===== src/rtl/int_ctrl_pkg.sv =====
// Shared types and constants for the interrupt controller: source IDs and FSM states.
package int_ctrl_pkg;

  localparam int NUM_SRC     = 3;
  localparam int INT_ID_BITS = 2;

  localparam logic [INT_ID_BITS-1:0] INT_NONE  = 2'd0;
  localparam logic [INT_ID_BITS-1:0] INT_SCTRL = 2'd1;
  localparam logic [INT_ID_BITS-1:0] INT_DMA   = 2'd2;
  localparam logic [INT_ID_BITS-1:0] INT_EPU   = 2'd3;

  typedef enum logic [1:0] {
    IDLE  = 2'd0,
    PEND  = 2'd1,
    SERVE = 2'd2
  } int_state_e;

endpackage


===== src/rtl/int_ctrl_if.sv =====
// Bundle between peripherals/CPU (master) and the interrupt controller (slave).
//
// Handshake: int_taken_o is a level request, held with a stable int_id_o until the CPU
// returns int_ack_i for one cycle; the controller then keeps int_id_o while busy_o is
// high and releases it on a one-cycle mret_i. Neither ack nor mret is ever retracted.
interface int_ctrl_if
  import int_ctrl_pkg::*;
#(
  parameter int N_SRC   = NUM_SRC,
  parameter int ID_BITS = INT_ID_BITS
);

  logic [N_SRC-1:0]   irq_src_i;
  logic [N_SRC-1:0]   irq_en_i;
  logic               int_ack_i;
  logic               mret_i;
  logic               int_taken_o;
  logic [ID_BITS-1:0] int_id_o;
  logic [N_SRC-1:0]   pend_o;
  logic               busy_o;
  int_state_e         state_o;

  modport slave (
    input  irq_src_i, irq_en_i, int_ack_i, mret_i,
    output int_taken_o, int_id_o, pend_o, busy_o, state_o
  );

  modport master (
    output irq_src_i, irq_en_i, int_ack_i, mret_i,
    input  int_taken_o, int_id_o, pend_o, busy_o, state_o
  );

endinterface


===== src/rtl/int_prio_enc.sv =====
// Fixed-priority encoder: lowest set bit wins, bit i reports ID i+1, ID 0 when none.
module int_prio_enc #(
  parameter int NUM_SRC     = 3,
  parameter int INT_ID_BITS = 2
) (
  input  logic [NUM_SRC-1:0]     req_i,
  output logic [INT_ID_BITS-1:0] id_o,
  output logic                   valid_o
);

  // Scan from the top down so the lowest index is the last (winning) assignment.
  always_comb begin
    id_o    = '0;
    valid_o = 1'b0;
    for (int i = NUM_SRC - 1; i >= 0; i--) begin
      if (req_i[i]) begin
        id_o    = INT_ID_BITS'(i + 1);
        valid_o = 1'b1;
      end
    end
  end

endmodule


===== src/rtl/int_ctrl.sv =====
// Interrupt controller: pending capture, masking, fixed-priority pick and CPU ack/mret FSM.
// Define INT_CTRL_EDGE_EN for edge-triggered pending bits; default is level-sensitive.
module int_ctrl
  import int_ctrl_pkg::*;
#(
  parameter int NUM_SRC     = int_ctrl_pkg::NUM_SRC,
  parameter int INT_ID_BITS = int_ctrl_pkg::INT_ID_BITS
) (
  input  logic      clk,
  input  logic      rst,
  int_ctrl_if.slave bus
);

  int_state_e               state_q;
  logic                     taken_q;
  logic [INT_ID_BITS-1:0]   id_q;
  logic                     busy_q;
  logic [NUM_SRC-1:0]       pend_q;
  logic [NUM_SRC-1:0]       pend_d;
  logic [NUM_SRC-1:0]       en_q;
  logic [NUM_SRC-1:0]       eligible;
  logic [INT_ID_BITS-1:0]   win_id;
  logic                     win_valid;
  logic                     ack_take;

  // The mask is sampled alongside the requests, so unmasking and raising a request
  // both reach int_taken_o through the same two registers.
  assign eligible = pend_q & en_q;
  assign ack_take = (state_q == PEND) && bus.int_ack_i;

  int_prio_enc #(
    .NUM_SRC     (NUM_SRC),
    .INT_ID_BITS (INT_ID_BITS)
  ) u_prio_enc (
    .req_i   (eligible),
    .id_o    (win_id),
    .valid_o (win_valid)
  );

`ifdef INT_CTRL_EDGE_EN
  logic [NUM_SRC-1:0] src_q;
  logic [NUM_SRC-1:0] rise;
  logic [NUM_SRC-1:0] clr;

  // src_q resets to 0 so a request still high after reset counts as a fresh edge.
  always_ff @(posedge clk) begin
    if (rst) begin
      src_q <= '0;
    end else begin
      src_q <= bus.irq_src_i;
    end
  end

  // Only the served source is cleared on ack; a coincident new edge wins over the clear.
  always_comb begin
    clr  = '0;
    rise = bus.irq_src_i & ~src_q;
    for (int i = 0; i < NUM_SRC; i++) begin
      if (ack_take && (id_q == INT_ID_BITS'(i + 1))) begin
        clr[i] = 1'b1;
      end
    end
    pend_d = (pend_q & ~clr) | rise;
  end
`else
  assign pend_d = bus.irq_src_i;
`endif

  always_ff @(posedge clk) begin
    if (rst) begin
      state_q <= IDLE;
      taken_q <= 1'b0;
      id_q    <= INT_NONE;
      busy_q  <= 1'b0;
      pend_q  <= '0;
      en_q    <= '0;
    end else begin
      pend_q <= pend_d;
      en_q   <= bus.irq_en_i;
      case (state_q)
        IDLE: begin
          if (win_valid) begin
            state_q <= PEND;
            taken_q <= 1'b1;
            id_q    <= win_id;
          end
        end
        PEND: begin
          // The latched ID is never retracted or preempted; mret is meaningless here.
          if (bus.int_ack_i) begin
            state_q <= SERVE;
            taken_q <= 1'b0;
            busy_q  <= 1'b1;
          end
        end
        SERVE: begin
          if (bus.mret_i) begin
            state_q <= IDLE;
            busy_q  <= 1'b0;
            id_q    <= INT_NONE;
          end
        end
        default: begin
          state_q <= IDLE;
          taken_q <= 1'b0;
          busy_q  <= 1'b0;
          id_q    <= INT_NONE;
        end
      endcase
    end
  end

  assign bus.int_taken_o = taken_q;
  assign bus.int_id_o    = id_q;
  assign bus.pend_o      = pend_q;
  assign bus.busy_o      = busy_q;
  assign bus.state_o     = state_q;

endmodule


===== src/flat_wrapper.sv =====
// flat-port wrapper written by rule: the top's interface ports become plain ports
module int_ctrl_flat import int_ctrl_pkg::*;
#(
  parameter int NUM_SRC     = int_ctrl_pkg::NUM_SRC,
  parameter int INT_ID_BITS = int_ctrl_pkg::INT_ID_BITS
)
  (clk, rst, bus_irq_src_i, bus_irq_en_i, bus_int_ack_i, bus_mret_i, bus_int_taken_o, bus_int_id_o, bus_pend_o, bus_busy_o, bus_state_o);
  int_ctrl_if bus_i ();
  input  logic clk;
  input  logic rst;
  input wire logic [$bits(bus_i.irq_src_i)-1:0] bus_irq_src_i;
  input wire logic [$bits(bus_i.irq_en_i)-1:0] bus_irq_en_i;
  input wire logic [$bits(bus_i.int_ack_i)-1:0] bus_int_ack_i;
  input wire logic [$bits(bus_i.mret_i)-1:0] bus_mret_i;
  output wire logic [$bits(bus_i.int_taken_o)-1:0] bus_int_taken_o;
  output wire logic [$bits(bus_i.int_id_o)-1:0] bus_int_id_o;
  output wire logic [$bits(bus_i.pend_o)-1:0] bus_pend_o;
  output wire logic [$bits(bus_i.busy_o)-1:0] bus_busy_o;
  output wire logic [$bits(bus_i.state_o)-1:0] bus_state_o;
  assign bus_i.irq_src_i = bus_irq_src_i;
  assign bus_i.irq_en_i = bus_irq_en_i;
  assign bus_i.int_ack_i = bus_int_ack_i;
  assign bus_i.mret_i = bus_mret_i;
  assign bus_int_taken_o = bus_i.int_taken_o;
  assign bus_int_id_o = bus_i.int_id_o;
  assign bus_pend_o = bus_i.pend_o;
  assign bus_busy_o = bus_i.busy_o;
  assign bus_state_o = bus_i.state_o;
  int_ctrl #(.NUM_SRC(NUM_SRC), .INT_ID_BITS(INT_ID_BITS)) u_core (.clk(clk), .rst(rst), .bus(bus_i));
endmodule

===== config.mk =====
export PLATFORM = sky130hd
export DESIGN_NAME = int_ctrl_flat
export DESIGN_NICKNAME = d
export VERILOG_FILES = /design/src/rtl/int_ctrl_pkg.sv /design/src/rtl/int_ctrl_if.sv /design/src/rtl/int_prio_enc.sv /design/src/rtl/int_ctrl.sv /design/src/flat_wrapper.sv
export SDC_FILE = /design/constraint.sdc
export NUM_CORES = 1
export LEC_CHECK = 0
export ABC_AREA = 1
export BUFFER_PORTS_ARGS = -buffer_cell sky130_fd_sc_hd__buf_2
export CORE_UTILIZATION = 35
export CTS_BUF_LIST = sky130_fd_sc_hd__clkbuf_4 sky130_fd_sc_hd__clkbuf_8 sky130_fd_sc_hd__clkbuf_16
export DETAILED_ROUTE_END_ITERATION = 6
export HOLD_SLACK_MARGIN = 0.02
export MAX_ROUTING_LAYER = met4
export SLEW_MARGIN = 20
export SYNTH_ARGS = -nofsm -noshare
export SYNTH_HDL_FRONTEND = slang
export SYNTH_SLANG_ARGS = --single-unit

===== constraint.sdc =====
create_clock -name clk -period 3 [get_ports clk]
set_input_delay 0.15 -clock clk [delete_from_list [all_inputs] [get_ports clk]]
set_output_delay 0.15 -clock clk [all_outputs]
set_load 0.05 [all_outputs]

==> impl_metrics.csv <==
group,metric,value,unit
place,pre_cts_ws,1968,ps
run,drv_cap,0,
final_layout,fill_cells,125,
synthesis,syn_area_per_cell,7.199,µm²
setup_path,cp.required,2850,ps
setup_path,end_kind,"output port",
pwr,finalPower,0.3791,mW
clock_tree,insertion_delay,260,ps
die,initial_utilization,0.3996,
detailed_routing,via_per_inst,4.141,
sta,hold-worst-slack,82.79,ps
clock_tree,post_cts_resized,0,
sta,fin_ws,1871,ps
synthesis,synth_area_leaders,"dfxtp_1 (51%), nand2_1 (14%), inv_1 (10%), nor2_1 (4.8%), a21oi_1 (4.3%)",
min_path,hold_start,"bus_irq_en_i[2]",
min_path,hold_class,"primary input to register",
global_route,antenna_found_initial,0,
clock_tree,clock_sinks,12,
setup_path,critPathLaunchType,"register",
sta,hold_viol,0,
final_layout,nets,97,
status,status,"completed",
sta,drv_slew,0,
setup_path,reg2reg_slack,1960,ps
clock_tree,cts_tree,"yes",
sta,fmax,885.9,MHz
synthesis,synth_nets,75,
sta,maxSlewHeadroom,0.8343,
place,place.gp.congestion,0.7253,
place,place_hpwl,615.7,µm
sta,tightest_slew,250.3,ps
global_route,grt_pass1_vias,340,
final_layout,register_area,240.2,µm²
setup_path,crit_chain,"buf_2",
clock_tree,path_clk_slew,70,ps
clock_tree,ctsHtreeMaxLevel,1,
final_layout,fin_area,594.3,µm²
die,core_area,1171,µm²
global_route,grt_max_degree,13,
detailed_routing,wl,801,µm
detailed_routing,first_iter_violations,5,
place,place_inst,96,
final_layout,stdcell_count,99,
final_layout,syn_to_final_growth,27.01,%
setup_path,path_buf_inv,1,
clock_tree,clk_path_buf_depth,2,
detailed_routing,via_count,410,
setup_path,regToRegStartpoint,"u_core.bus.state_o[0]$_SDFFE_PP0P_",
sta,finalClockSkew,0.7310,ps
global_route,grt_usage,0.1425,
synthesis,ys_seq_elements,12,
die,die_area,1487,µm²
pwr,peakVddDrop,0.3001,mV
sta,finalCriticalPeriod,1129,ps
sta,finalSetupTns,0,ps
setup_path,reg2reg_depth,7,
synthesis,syn_inst,65,
setup_path,critical_path_class,"register to output port",
synthesis,yosysUniqueCellTypes,12,
die,die_y,38.57,µm
setup_path,arrival,980,ps
setup_path,worst-path-max-fanout,6,
sta,rsz0062_at_grt,"no",
final_layout,final_util,0.5075,
sta,setup_viol,0,
min_path,holdPathEnd,"u_core.en_q[2]$_SDFF_PP0_",
detailed_routing,dr.pass1.iters,4,
synthesis,synth_top_cell_area_share,0.5134,
clock_tree,cts_setup_buffers,0,
clock_tree,numCtsBuffers,3,
setup_path,slowest_delay,420,ps
synthesis,yosysWarnings,0,
pwr,static-leakage-power,0.3330,nW
setup_path,critical_path.top_delay_family,"flip-flops",
synthesis,yosysSeqAreaShare,0.5134,
sta,fin_crit_sh,0.3763,
final_layout,drive_gt1_frac,0.3176,
synthesis,synth_top_area_cell,"dfxtp_1",
final_layout,multiInputGateArea,171.4,µm²
final_layout,n_antenna_cell,0,
die,row_count,12,
detailed_routing,ant_nets,0,
clock_tree,clockRootBuffer,"clkbuf_4",
die,io_pins,19,
place,port_buffers,18,
setup_path,cp_slowest_cell,"dfxtp_1",
synthesis,synthesis.area,467.9,µm²
setup_path,r2r_end,"u_core.bus.int_id_o[1]$_SDFFE_PP0P_",
pwr,power.density,637.8,nW/µm²
global_route,gr-total-overflow,0,
detailed_routing,post_drt_wl_per_cell,8.091,µm
min_path,holdPathStages,3,
clock_tree,cts_hold_buf,0,
global_route,grt_pass1_wl,1304,µm
die,dieWidth,38.57,µm
detailed_routing,drc,0,
place,place_area,571.8,µm²
[flip-flops by register name, summed over array words and instances (netlist names)]
name,flops
u_core.bus.pend_o,3
u_core.en_q,3
u_core.bus.int_id_o,2
u_core.bus.state_o,2
u_core.bus.busy_o,1
u_core.bus.int_taken_o,1
[cells in the final DEF (no fill, tap or decap), drive strengths merged]
master | Yosys | layout
nand3 | 4 | 4
clkbuf | 0 | 3
o21ai | 1 | 1
a21oi | 6 | 6
nand2 | 20 | 20
nor2 | 7 | 7
inv | 14 | 14
buf | 1 | 18
dfxtp | 12 | 12
[per-layer routing]
| metal | routed length [µm] | track usage |
|---|---|---|
| met1 | 404 | 0.1470 |
| met3 | 48 | 0.05233 |
| met2 | 336 | 0.2208 |
| met5 | 0 | - |
| met4 | 11 | 0.1034 |
[cell usage after synthesis, drive strengths merged]
library cell  number
dfxtp             12
a21oi              6
nand3              4
nand2             20
inv               14
nor2               7
o21ai              1
buf                1
[where the power goes]
part | internal [mW] | switching [mW] | total (mW)
Combinational | 0.0286 | 0.0734 | 0.102
Sequential | 0.173 | 0.00890 | 0.182
Clock | 0.0463 | 0.0492 | 0.0955
[how the worst max path moves through the flow]
stage	cells after the start	slack, ps	to	startpoint
2_1_floorplan	5	1680	u_core.bus.busy_o$_SDFFE_PP0P_	u_core.bus.state_o[1]$_SDFFE_PP0P_
3_3_place_gp	7	1950	u_core.bus.int_id_o[1]$_SDFFE_PP0P_	u_core.bus.state_o[0]$_SDFFE_PP0P_
3_5_place_dp	7	1970	u_core.bus.int_id_o[1]$_SDFFE_PP0P_	u_core.bus.state_o[0]$_SDFFE_PP0P_
4_1_cts	1	1860	bus_state_o[0]	u_core.bus.state_o[0]$_SDFFE_PP0P_
5_1_grt	1	1810	bus_state_o[0]	u_core.bus.state_o[0]$_SDFFE_PP0P_
6_report	1	1870	bus_state_o[0]	u_core.bus.state_o[0]$_SDFFE_PP0P_
[area by class of cell]
type / count / area share
multi-input cells: 38 / 0.2884
inverters: 14 / 0.08842
repair buffers: 18 / 0.1516
clock buffers: 3 / 0.03789
flip-flops and latches: 12 / 0.4042
well taps: 14 / 0.02947
[cells by family after synthesis]
family,after synthesis,share of synthesized area
and+or+nand+nor,31,0.2754
AOI/OAI and AO/OA,7,0.09091
buffers and inverters,15,0.1203
DFF,12,0.5134
No activity file was read; power rests on OpenSTA's default activity.
